## src/rtl/result_output_pkg.sv

```systemverilog
// Shared constants, FSM state encoding and item indices for the result display path.
`default_nettype none

package result_output_pkg;

  localparam int RESULT_WIDTH = 14;
  localparam int ELEM_WIDTH   = 4;

  typedef enum logic [1:0] {
    ST_IDLE    = 2'd0,
    ST_CONVERT = 2'd1,
    ST_SHOW    = 2'd2
  } state_t;

  localparam logic [1:0] SEL_INTERCEPT = 2'd0;
  localparam logic [1:0] SEL_SLOPE     = 2'd1;
  localparam logic [1:0] SEL_DET       = 2'd2;

endpackage

`default_nettype wire

```

## src/rtl/result_digit_conv.sv

```systemverilog
// Sequential subtract-10 converter: signed word -> sign + two saturating decimal digits.
`default_nettype none

module result_digit_conv #(
  parameter int RESULT_WIDTH = result_output_pkg::RESULT_WIDTH
) (
  input  logic                                     clk,
  input  logic                                     rst,
  input  logic                                     load,
  input  logic [RESULT_WIDTH-1:0]                  value,
  output logic                                     busy,
  output logic                                     sign,
  output logic [result_output_pkg::ELEM_WIDTH-1:0] tens,
  output logic [result_output_pkg::ELEM_WIDTH-1:0] ones,
  output logic                                     overflow
);
  import result_output_pkg::*;

  localparam logic [RESULT_WIDTH-1:0] TEN  = RESULT_WIDTH'(10);
  localparam logic [RESULT_WIDTH-1:0] ONE  = RESULT_WIDTH'(1);
  localparam logic [ELEM_WIDTH-1:0]   NINE = ELEM_WIDTH'(9);

  logic [RESULT_WIDTH-1:0] rem;
  logic [RESULT_WIDTH-1:0] mag;
  logic                    active;
  logic                    ge10;

  // Two's-complement negate; the most negative word maps onto 2^(W-1) unsigned.
  assign mag  = value[RESULT_WIDTH-1] ? (~value + ONE) : value;
  assign ge10 = (rem >= TEN);

  // Low during the final step so the sequencer leaves CONVERT on the same edge.
  assign busy = active & ge10 & (tens != NINE);

  always_ff @(posedge clk or posedge rst) begin
    if (rst) begin
      rem      <= '0;
      active   <= 1'b0;
      sign     <= 1'b0;
      tens     <= '0;
      ones     <= '0;
      overflow <= 1'b0;
    end else if (load) begin
      rem      <= mag;
      active   <= 1'b1;
      sign     <= value[RESULT_WIDTH-1];
      tens     <= '0;
      overflow <= 1'b0;
    end else if (active) begin
      if (ge10 && (tens != NINE)) begin
        rem  <= rem - TEN;
        tens <= tens + ELEM_WIDTH'(1);
      end else if (ge10) begin
        overflow <= 1'b1;
        tens     <= NINE;
        ones     <= NINE;
        active   <= 1'b0;
      end else begin
        ones   <= rem[ELEM_WIDTH-1:0];
        active <= 1'b0;
      end
    end
  end

endmodule

`default_nettype wire

```

## src/rtl/result_output.sv

```systemverilog
// Captures regression results and steps through intercept, slope and determinant for display.
`default_nettype none

module result_output #(
  parameter int RESULT_WIDTH = result_output_pkg::RESULT_WIDTH
) (
  input  logic                                     clk,
  input  logic                                     rst,
  input  logic                                     start,
  input  logic [2*RESULT_WIDTH-1:0]                result_in,
  input  logic [RESULT_WIDTH-1:0]                  det_in,
  input  logic                                     error_det,
  input  logic                                     error_values,
  input  logic                                     next,
  output logic                                     out_valid,
  output logic [1:0]                               out_sel,
  output logic                                     sign,
  output logic [result_output_pkg::ELEM_WIDTH-1:0] tens,
  output logic [result_output_pkg::ELEM_WIDTH-1:0] ones,
  output logic                                     overflow,
  output logic                                     err,
  output logic                                     busy,
  output logic                                     done
);
  import result_output_pkg::*;

  state_t                    state;
  logic                      next_d;
  logic                      next_rise;
  logic [2*RESULT_WIDTH-1:0] cap_result;
  logic [RESULT_WIDTH-1:0]   cap_det;
  logic                      conv_load;
  logic                      conv_busy;
  logic [RESULT_WIDTH-1:0]   conv_value;

  assign next_rise = next & ~next_d;
  assign out_valid = (state == ST_SHOW);
  assign busy      = (state != ST_IDLE);

  assign conv_load = ((state == ST_IDLE) && start) ||
                     ((state == ST_SHOW) && next_rise && (out_sel != SEL_DET));

  // The word loaded on an advance is the one after the currently shown item.
  always_comb begin
    conv_value = result_in[RESULT_WIDTH-1:0];
    if (state == ST_SHOW) begin
      if (out_sel == SEL_INTERCEPT) conv_value = cap_result[2*RESULT_WIDTH-1:RESULT_WIDTH];
      else                          conv_value = cap_det;
    end
  end

  always_ff @(posedge clk or posedge rst) begin
    if (rst) begin
      state      <= ST_IDLE;
      next_d     <= 1'b0;
      cap_result <= '0;
      cap_det    <= '0;
      err        <= 1'b0;
      out_sel    <= SEL_INTERCEPT;
      done       <= 1'b0;
    end else begin
      next_d <= next;
      done   <= 1'b0;
      case (state)
        ST_IDLE: begin
          if (start) begin
            cap_result <= result_in;
            cap_det    <= det_in;
            err        <= error_det | error_values;
            out_sel    <= SEL_INTERCEPT;
            state      <= ST_CONVERT;
          end
        end
        ST_CONVERT: begin
          if (!conv_busy) state <= ST_SHOW;
        end
        ST_SHOW: begin
          if (next_rise) begin
            if (out_sel != SEL_DET) begin
              out_sel <= out_sel + 2'd1;
              state   <= ST_CONVERT;
            end else begin
              state <= ST_IDLE;
              done  <= 1'b1;
            end
          end
        end
        default: state <= ST_IDLE;
      endcase
    end
  end

  result_digit_conv #(
    .RESULT_WIDTH(RESULT_WIDTH)
  ) u_conv (
    .clk      (clk),
    .rst      (rst),
    .load     (conv_load),
    .value    (conv_value),
    .busy     (conv_busy),
    .sign     (sign),
    .tens     (tens),
    .ones     (ones),
    .overflow (overflow)
  );

endmodule

`default_nettype wire

```

## config.mk

```make
export PLATFORM = sky130hd
export DESIGN_NAME = result_output
export DESIGN_NICKNAME = d
export VERILOG_FILES = /design/src/rtl/result_output_pkg.sv /design/src/rtl/result_digit_conv.sv /design/src/rtl/result_output.sv
export SDC_FILE = /design/constraint.sdc
export NUM_CORES = 1
export LEC_CHECK = 0
export CORE_MARGIN = 5
export CORE_UTILIZATION = 40
export CTS_CLUSTER_SIZE = 20
export DETAILED_ROUTE_END_ITERATION = 8
export GPL_TIMING_DRIVEN = 0
export PLACE_DENSITY = 0.68
export SLEW_MARGIN = 15
export SYNTH_ARGS = -nofsm -noshare
export SYNTH_HDL_FRONTEND = slang
export SYNTH_SLANG_ARGS = --single-unit
```

## constraint.sdc

```tcl
create_clock -name clk -period 4 [get_ports clk]
set_input_delay 0.4 -clock clk [delete_from_list [all_inputs] [get_ports clk]]
set_output_delay 0.4 -clock clk [all_outputs]
set_load 0.02 [all_outputs]
```

==> results of run 1 <==
==> how the worst max path moves through the flow <==
stage	to	slack [ns]	depth (start not counted)
6_report	u_conv.rem[12]$_DFFE_PP0P_	1.26	10
5_1_grt	u_conv.rem[12]$_DFFE_PP0P_	1.10	10
4_1_cts	u_conv.rem[12]$_DFFE_PP0P_	1.25	10
3_5_place_dp	u_conv.rem[12]$_DFFE_PP0P_	1.28	10
3_3_place_gp	cap_det[0]$_DFFE_PP0P_	1.01	2
2_1_floorplan	u_conv.rem[12]$_DFFE_PP0P_	1.57	10
==> cells in the mapped netlist (2+ instances only) <==
master	count
dfrtp_1	60
mux2_2	41
nor2_1	16
xor2_1	16
nand2_1	15
mux2i_1	12
a21oi_1	11
inv_1	9
mux2i_4	7
nand3_1	7
ha_1	6
o21ai_1	6
xnor2_1	6
and2_1	4
buf_1	4
o21ai_0	4
a22o_1	3
clkbuf_1	3
nand4b_1	3
nor2b_1	3
o211ai_1	3
or4_1	3
a31oi_1	2
a41oi_1	2
and3_1	2
buf_6	2
mux2i_2	2
nand2b_1	2
nand3b_1	2
nand4_1	2
o21a_1	2
o22ai_1	2
o31ai_1	2
o32a_1	2
o41ai_1	2
or3_1	2
==> state kept, by name (all words and copies together), names as in the netlist <==
| signal | cells |
|---|---|
| state | 2 |
| cap_result | 14 |
| next_d | 1 |
| done | 1 |
| u_conv.sign | 1 |
| u_conv.ones | 4 |
| u_conv.overflow | 1 |
| err | 1 |
| u_conv.active | 1 |
| out_sel | 2 |
| u_conv.rem | 14 |
| u_conv.tens | 4 |
| cap_det | 14 |
==> per-layer routing <==
metal	track usage, %	vias up	part of all wire, %	routed length, microns
li1	-	1193	-	-
met1	19.40	1166	45	3366
met2	26.01	62	49	3637
met3	5.119	5	5.7	427
met4	4.339	0	0.67	50
met5	0	-	0	0
==> critical path, stage by stage, from the launching register on <==
cell and delay, ns:
dfrtp_1 0.38, inv_1 0.11, ha_1 0.32, buf_6 0.22, mux2_2 0.37, mux2i_4 0.22
ha_1 0.25, nand3_1 0.15, o31ai_1 0.28, xnor2_1 0.19, a21oi_1 0.10
==> metrics by stage <==
step | worst slack (ns) | instances | total power [mW]
floorplan | 1.575 | 288 | 2.142
global placement | 1.015 | 456 | 2.511
detailed placement | 1.277 | 456 | 2.566
CTS | 1.254 | 471 | 3.055
global route | 1.095 | 471 | 3.254
finish | 1.264 | 471 | 3.027
==> kinds of logic (layout without fill, tap and decap cells) <==
family / count (synthesis) / count (layout) / share of synthesized area (%)
simple gates: 73 / 73 / 12.96
mux: 63 / 63 / 23.14
flops: 60 / 60 / 44.43
compound gates: 43 / 43 / 8.256
xor+xnor: 22 / 22 / 5.701
buf+inv: 21 / 99 / 3.295
fa+ha+maj: 6 / 6 / 2.221
==> power groups by stage <==
stage	logic (mW)	registers, mW	clock network (mW)
after floorplan	1.03	1.11	0
after global placement	1.42	1.09	0
after detailed placement	1.46	1.11	0
after CTS	1.47	1.10	0.489
after global routing	1.60	1.14	0.516
final	1.46	1.09	0.477
==> cell type report <==
class / count / share of cell area, %
Multi-Input combinational cell: 207 / 40.96
Sequential cell: 60 / 34.81
Timing Repair Buffer: 63 / 14.62
Clock buffer: 13 / 3.684
Tap cell: 105 / 3.046
Buffer: 11 / 1.596
Inverter: 10 / 1.044
Clock inverter: 2 / 0.2321
==> impl_metrics.ini, run 1 <==
[synthesis]
synth_top_area_cell = dfrtp_1
netlist-cell-type-count = 54
netlist_instances = 288
yosys-top-cells-area = dfrtp_1, mux2_2, mux2i_4
syn-num-nets = 342
netlist_area_sq_um = 3379
postSynthAreaPerCell_sq_um = 11.73
ys_ff_latch = 60
synthFlopType = dfrtp_1
synth_edf_count = 0
yosys.area.top_type_share_pct = 44.43
synth-seq-area-share_pct = 44.43
async_flop_share_pct = 100.0
synth_warnings = 0

[critical_path]
cp-end-kind = flip-flop
critPathMaxFanout = 10
r2r-end = u_conv.rem[12]$_DFFE_PP0P_
rrSetupSlack_ns = 1.26
start_kind = flip-flop
reg2regPathDepth = 10
crit_start = out_sel[0]$_DFFE_PP0P_
timing.rr.start = out_sel[0]$_DFFE_PP0P_
critPathKind = reg2reg
critPathRequiredTime_ns = 4.19
worstPathArrival_ns = 2.93

[power]
seq_power_share_pct = 36.1
power.internal_mw = 1.888
irDropWorstVdd_mv = 0.3057
power_density_nw_per_um2 = 701.8
p_leak_nw = 1.763
swShare_pct = 37.62
netSwitchingPower_mw = 1.138
power.share.clock_pct = 15.8
comb_power_share_pct = 48.1

[layout]
multi_input_area_sq_um = 1767
antenna_cells = 0
regArea_sq_um = 1501
syn_to_final_growth_pct = 27.62
final_area_sq_um = 4313
mostFrequentLayoutCell = clkdlybuf4s50_1
final_nets = 416
drive_gt1_share_pct = 21.04
n_fill_cell = 721
utilization_pct = 52.49
layout_common_cells = clkdlybuf4s50_1, dfrtp_1, mux2_2

[grt]
grt_first_pass_wirelength_mm = 12.47
grt_usage_pct = 15.56
grt_pass1_vias = 2597
grt_max_degree = 61
overflow = 0
antenna_found_initial = 0

[sta]
slew_violations = 0
rsz0062_at_grt = false
tns_ns = 0
worst_hold_slack_ns = 0.4955
finClkSkew_ns = 0.005517
period_share_pct = 68.39
layout_min_cycle_time_ns = 2.736
slew_headroom_pct = 50.47
fmax_mhz = 365.5
hold_viol_final = 0
worstMarginPinSlew_ns = 0.7429
setup_viol = 0

[die]
die_h_microns = 101.9
die_x_microns = 101.9
ioPinCount = 64
rows = 33
dieArea_sq_um = 10390
core-area_sq_um = 8217
start_util_pct = 41.13

[cts]
cts_hold_buf = 0
ctsResizeCount = 0
cts_root_buf = clkbuf_8
clk_pin_slew_ns = 0.06
cts.path.max_buffers = 2
clk_latency_ns = 0.34
cts_tree = built
cts.sinks = 60
post-cts-setup-buffers = 0
htree_levels = 3
numCtsBuffers = 9

[worst_hold_path]
hp-class = reg2reg
hold_start = u_conv.overflow$_DFFE_PP0P_
min_path_cells = 1
hold_end = u_conv.overflow$_DFFE_PP0P_

[routing]
drc = 0
via_per_inst = 5.151
drtPass1Iterations = 4
wl_per_cell_microns = 15.89
drt-initial-drc-count = 63
postRouteAntennaNets = 0
vias = 2426
drt_wl_total_mm = 7.482

[flow_run]
max-cap-violations = 0

[status]
status = completed

[placement]
post_dp_cell_area_sq_um = 4144
gp_congestion = 0.7579
portBuffers = 63
dpl.hpwl_mm = 5.631
Power figures use the tool's default switching activity.
==> run 2, diff against run 1 <==
Settings changed: PLACE_DENSITY 0.68 to 0.7.
Clock period 4 ns to 2.5 ns, I/O delays scaled along.
==> impl_metrics.ini, run 2 (synthesis gave the netlist of run 1 again) <==
[placement]
post_dp_cell_area_sq_um = 4144
dp_cells = 456
dpl.hpwl_mm = 5.579
place_ws_ns = -0.1821
portBuffers = 63
gp_congestion = 0.8171

[die]
start_util_pct = 41.13
ioPinCount = 64
rows = 33
die_h_microns = 101.9
dieArea_sq_um = 10390
die_x_microns = 101.9
core-area_sq_um = 8217

[critical_path]
slowest_delay_ns = 0.39
timing.rr.start = out_sel[0]$_DFFE_PP0P_
reg2regPathDepth = 10
cp-end-kind = flip-flop
crit_cells = 10
critPathKind = reg2reg
critPathTopFamily = multiplexers
crit_top_cell = ha_4
start_kind = flip-flop
worstPathArrival_ns = 2.56
crit_chain = inv_2 -> ha_4 -> buf_12 -> mux2_2 -> mux2i_4 -> ha_4 -> nand3_2 -> o31ai_4 -> xnor2_2 -> a21oi_1
crit_start = out_sel[0]$_DFFE_PP0P_
crit_slowest_cell = dfrtp_1
critPathMaxFanout = 10
critPathRequiredTime_ns = 2.69
crit_buf_inv = 2

[sta]
tns_ns = 0
fin_ws_ns = 0.1300
worstMarginPinSlew_ns = 0.7297
setup_viol = 0
fmax_mhz = 421.9
period_share_pct = 94.80
finClkSkew_ns = 0.006457
layout_min_cycle_time_ns = 2.370
rsz0062_at_grt = false
slew_violations = 0
worst_hold_slack_ns = 0.3834
slew_headroom_pct = 51.03
hold_viol_final = 0

[layout]
final_area_sq_um = 4441
stdcell_count = 474
drive_gt1_share_pct = 25.20
utilization_pct = 54.04
n_fill_cell = 714
top_regs = cap_det x14, cap_result x14, u_conv.rem x14
layout_common_cells = clkdlybuf4s50_1, dfrtp_1, mux2_2
mostFrequentLayoutCell = clkdlybuf4s50_1
final_nets = 419
antenna_cells = 0
syn_to_final_growth_pct = 31.40

[power]
power_density_nw_per_um2 = 1110
p_leak_nw = 1.818
p_total_mw = 4.927
irDropWorstVdd_mv = 0.5144

[grt]
grt_usage_pct = 15.49
overflow = 0
grt_first_pass_wirelength_mm = 12.51
antenna_found_initial = 0
grt_pass1_vias = 2621
grt_max_degree = 61

[cts]
cts_hold_buf = 0
clk_pin_slew_ns = 0.07
clk_latency_ns = 0.33
cts.path.max_buffers = 2
htree_levels = 3
cts_root_buf = clkbuf_8
cts.sinks = 60
cts_tree = built
numCtsBuffers = 9

[routing]
postRouteAntennaNets = 0
vias = 2444
via_per_inst = 5.156
drtPass1Iterations = 4
wl_per_cell_microns = 15.43
drt_wl_total_mm = 7.312
drc = 0
drt-initial-drc-count = 57

[flow_run]
max-cap-violations = 0

[worst_hold_path]
hp-class = in2reg
hold_start = next
min_path_cells = 1

[status]
status = completed
-- run 2: cell types whose count changed in the layout (fill, tap and decap cells not counted), moves of 2 or more --
cell	before	now
o41ai_1	2	0
mux2i_2	2	5
ha_4	0	2
o31ai_1	2	0
mux2i_1	12	9
buf_4	0	3
ha_1	6	4
-- run 2: per-layer routing --
metal  global-route usage, %  up-vias  routed length, microns
li1                        -     1188                       -
met1                   19.24     1191                    3359
met2                   26.26       56                    3512
met3                   4.369        9                     359
met4                   4.743        0                      81
met5                       0        -                       0
-- run 2: timing repair --
item	4_1_cts	5_1_grt
setup buffers	0	3
pin swaps	0	1
setup endpoints to repair	6	6
gates resized for setup	7	12
-- run 2: worst reg2reg max path: stages (launching register included) --
cell,delay [ns]
dfrtp_1,0.39
inv_2,0.10
ha_4,0.19
buf_12,0.15
mux2_2,0.36
mux2i_4,0.24
ha_4,0.19
nand3_2,0.11
o31ai_4,0.28
xnor2_2,0.14
a21oi_1,0.08
-- run 2: final cells by class --
type / count / area (sq um) / area share, %
buffer: 11 / 77.57 / 1.747
clock buffer: 13 / 158.9 / 3.578
clock inverter: 2 / 10.01 / 0.2254
inverter: 10 / 45.04 / 1.014
multi-input combinational: 207 / 1863 / 41.96
sequential: 60 / 1501 / 33.81
tap: 105 / 131.4 / 2.959
timing repair buffer: 66 / 653.1 / 14.71
-- run 2: power breakdown --
group          switching [mW]  total, mW  internal [mW]  leakage [nW]
Sequential              0.321       1.75           1.43         0.719
Clock                   0.366      0.771          0.406        0.0893
Combinational            1.17       2.41           1.24          1.01
-- run 2: worst paths after layout --
check | to | slack (ns)
setup / recovery | u_conv.rem[10]$_DFFE_PP0P_ | 0.13
hold / removal | next_d$_DFF_PP0_ | 0.38
setup reg to reg | u_conv.rem[10]$_DFFE_PP0P_ | 0.13
hold reg to reg | u_conv.overflow$_DFFE_PP0P_ | 0.50
max in group asynchronous | cap_det[12]$_DFFE_PP0P_ | 1.62
min in group asynchronous | cap_det[2]$_DFFE_PP0P_ | 0.40
==> run 3, diff against run 2 <==
Settings changed: ABC_AREA from default to 0.
==> results of run 3 <==
Same layout as run 2: the final DEF is identical, and so are final timing and power.
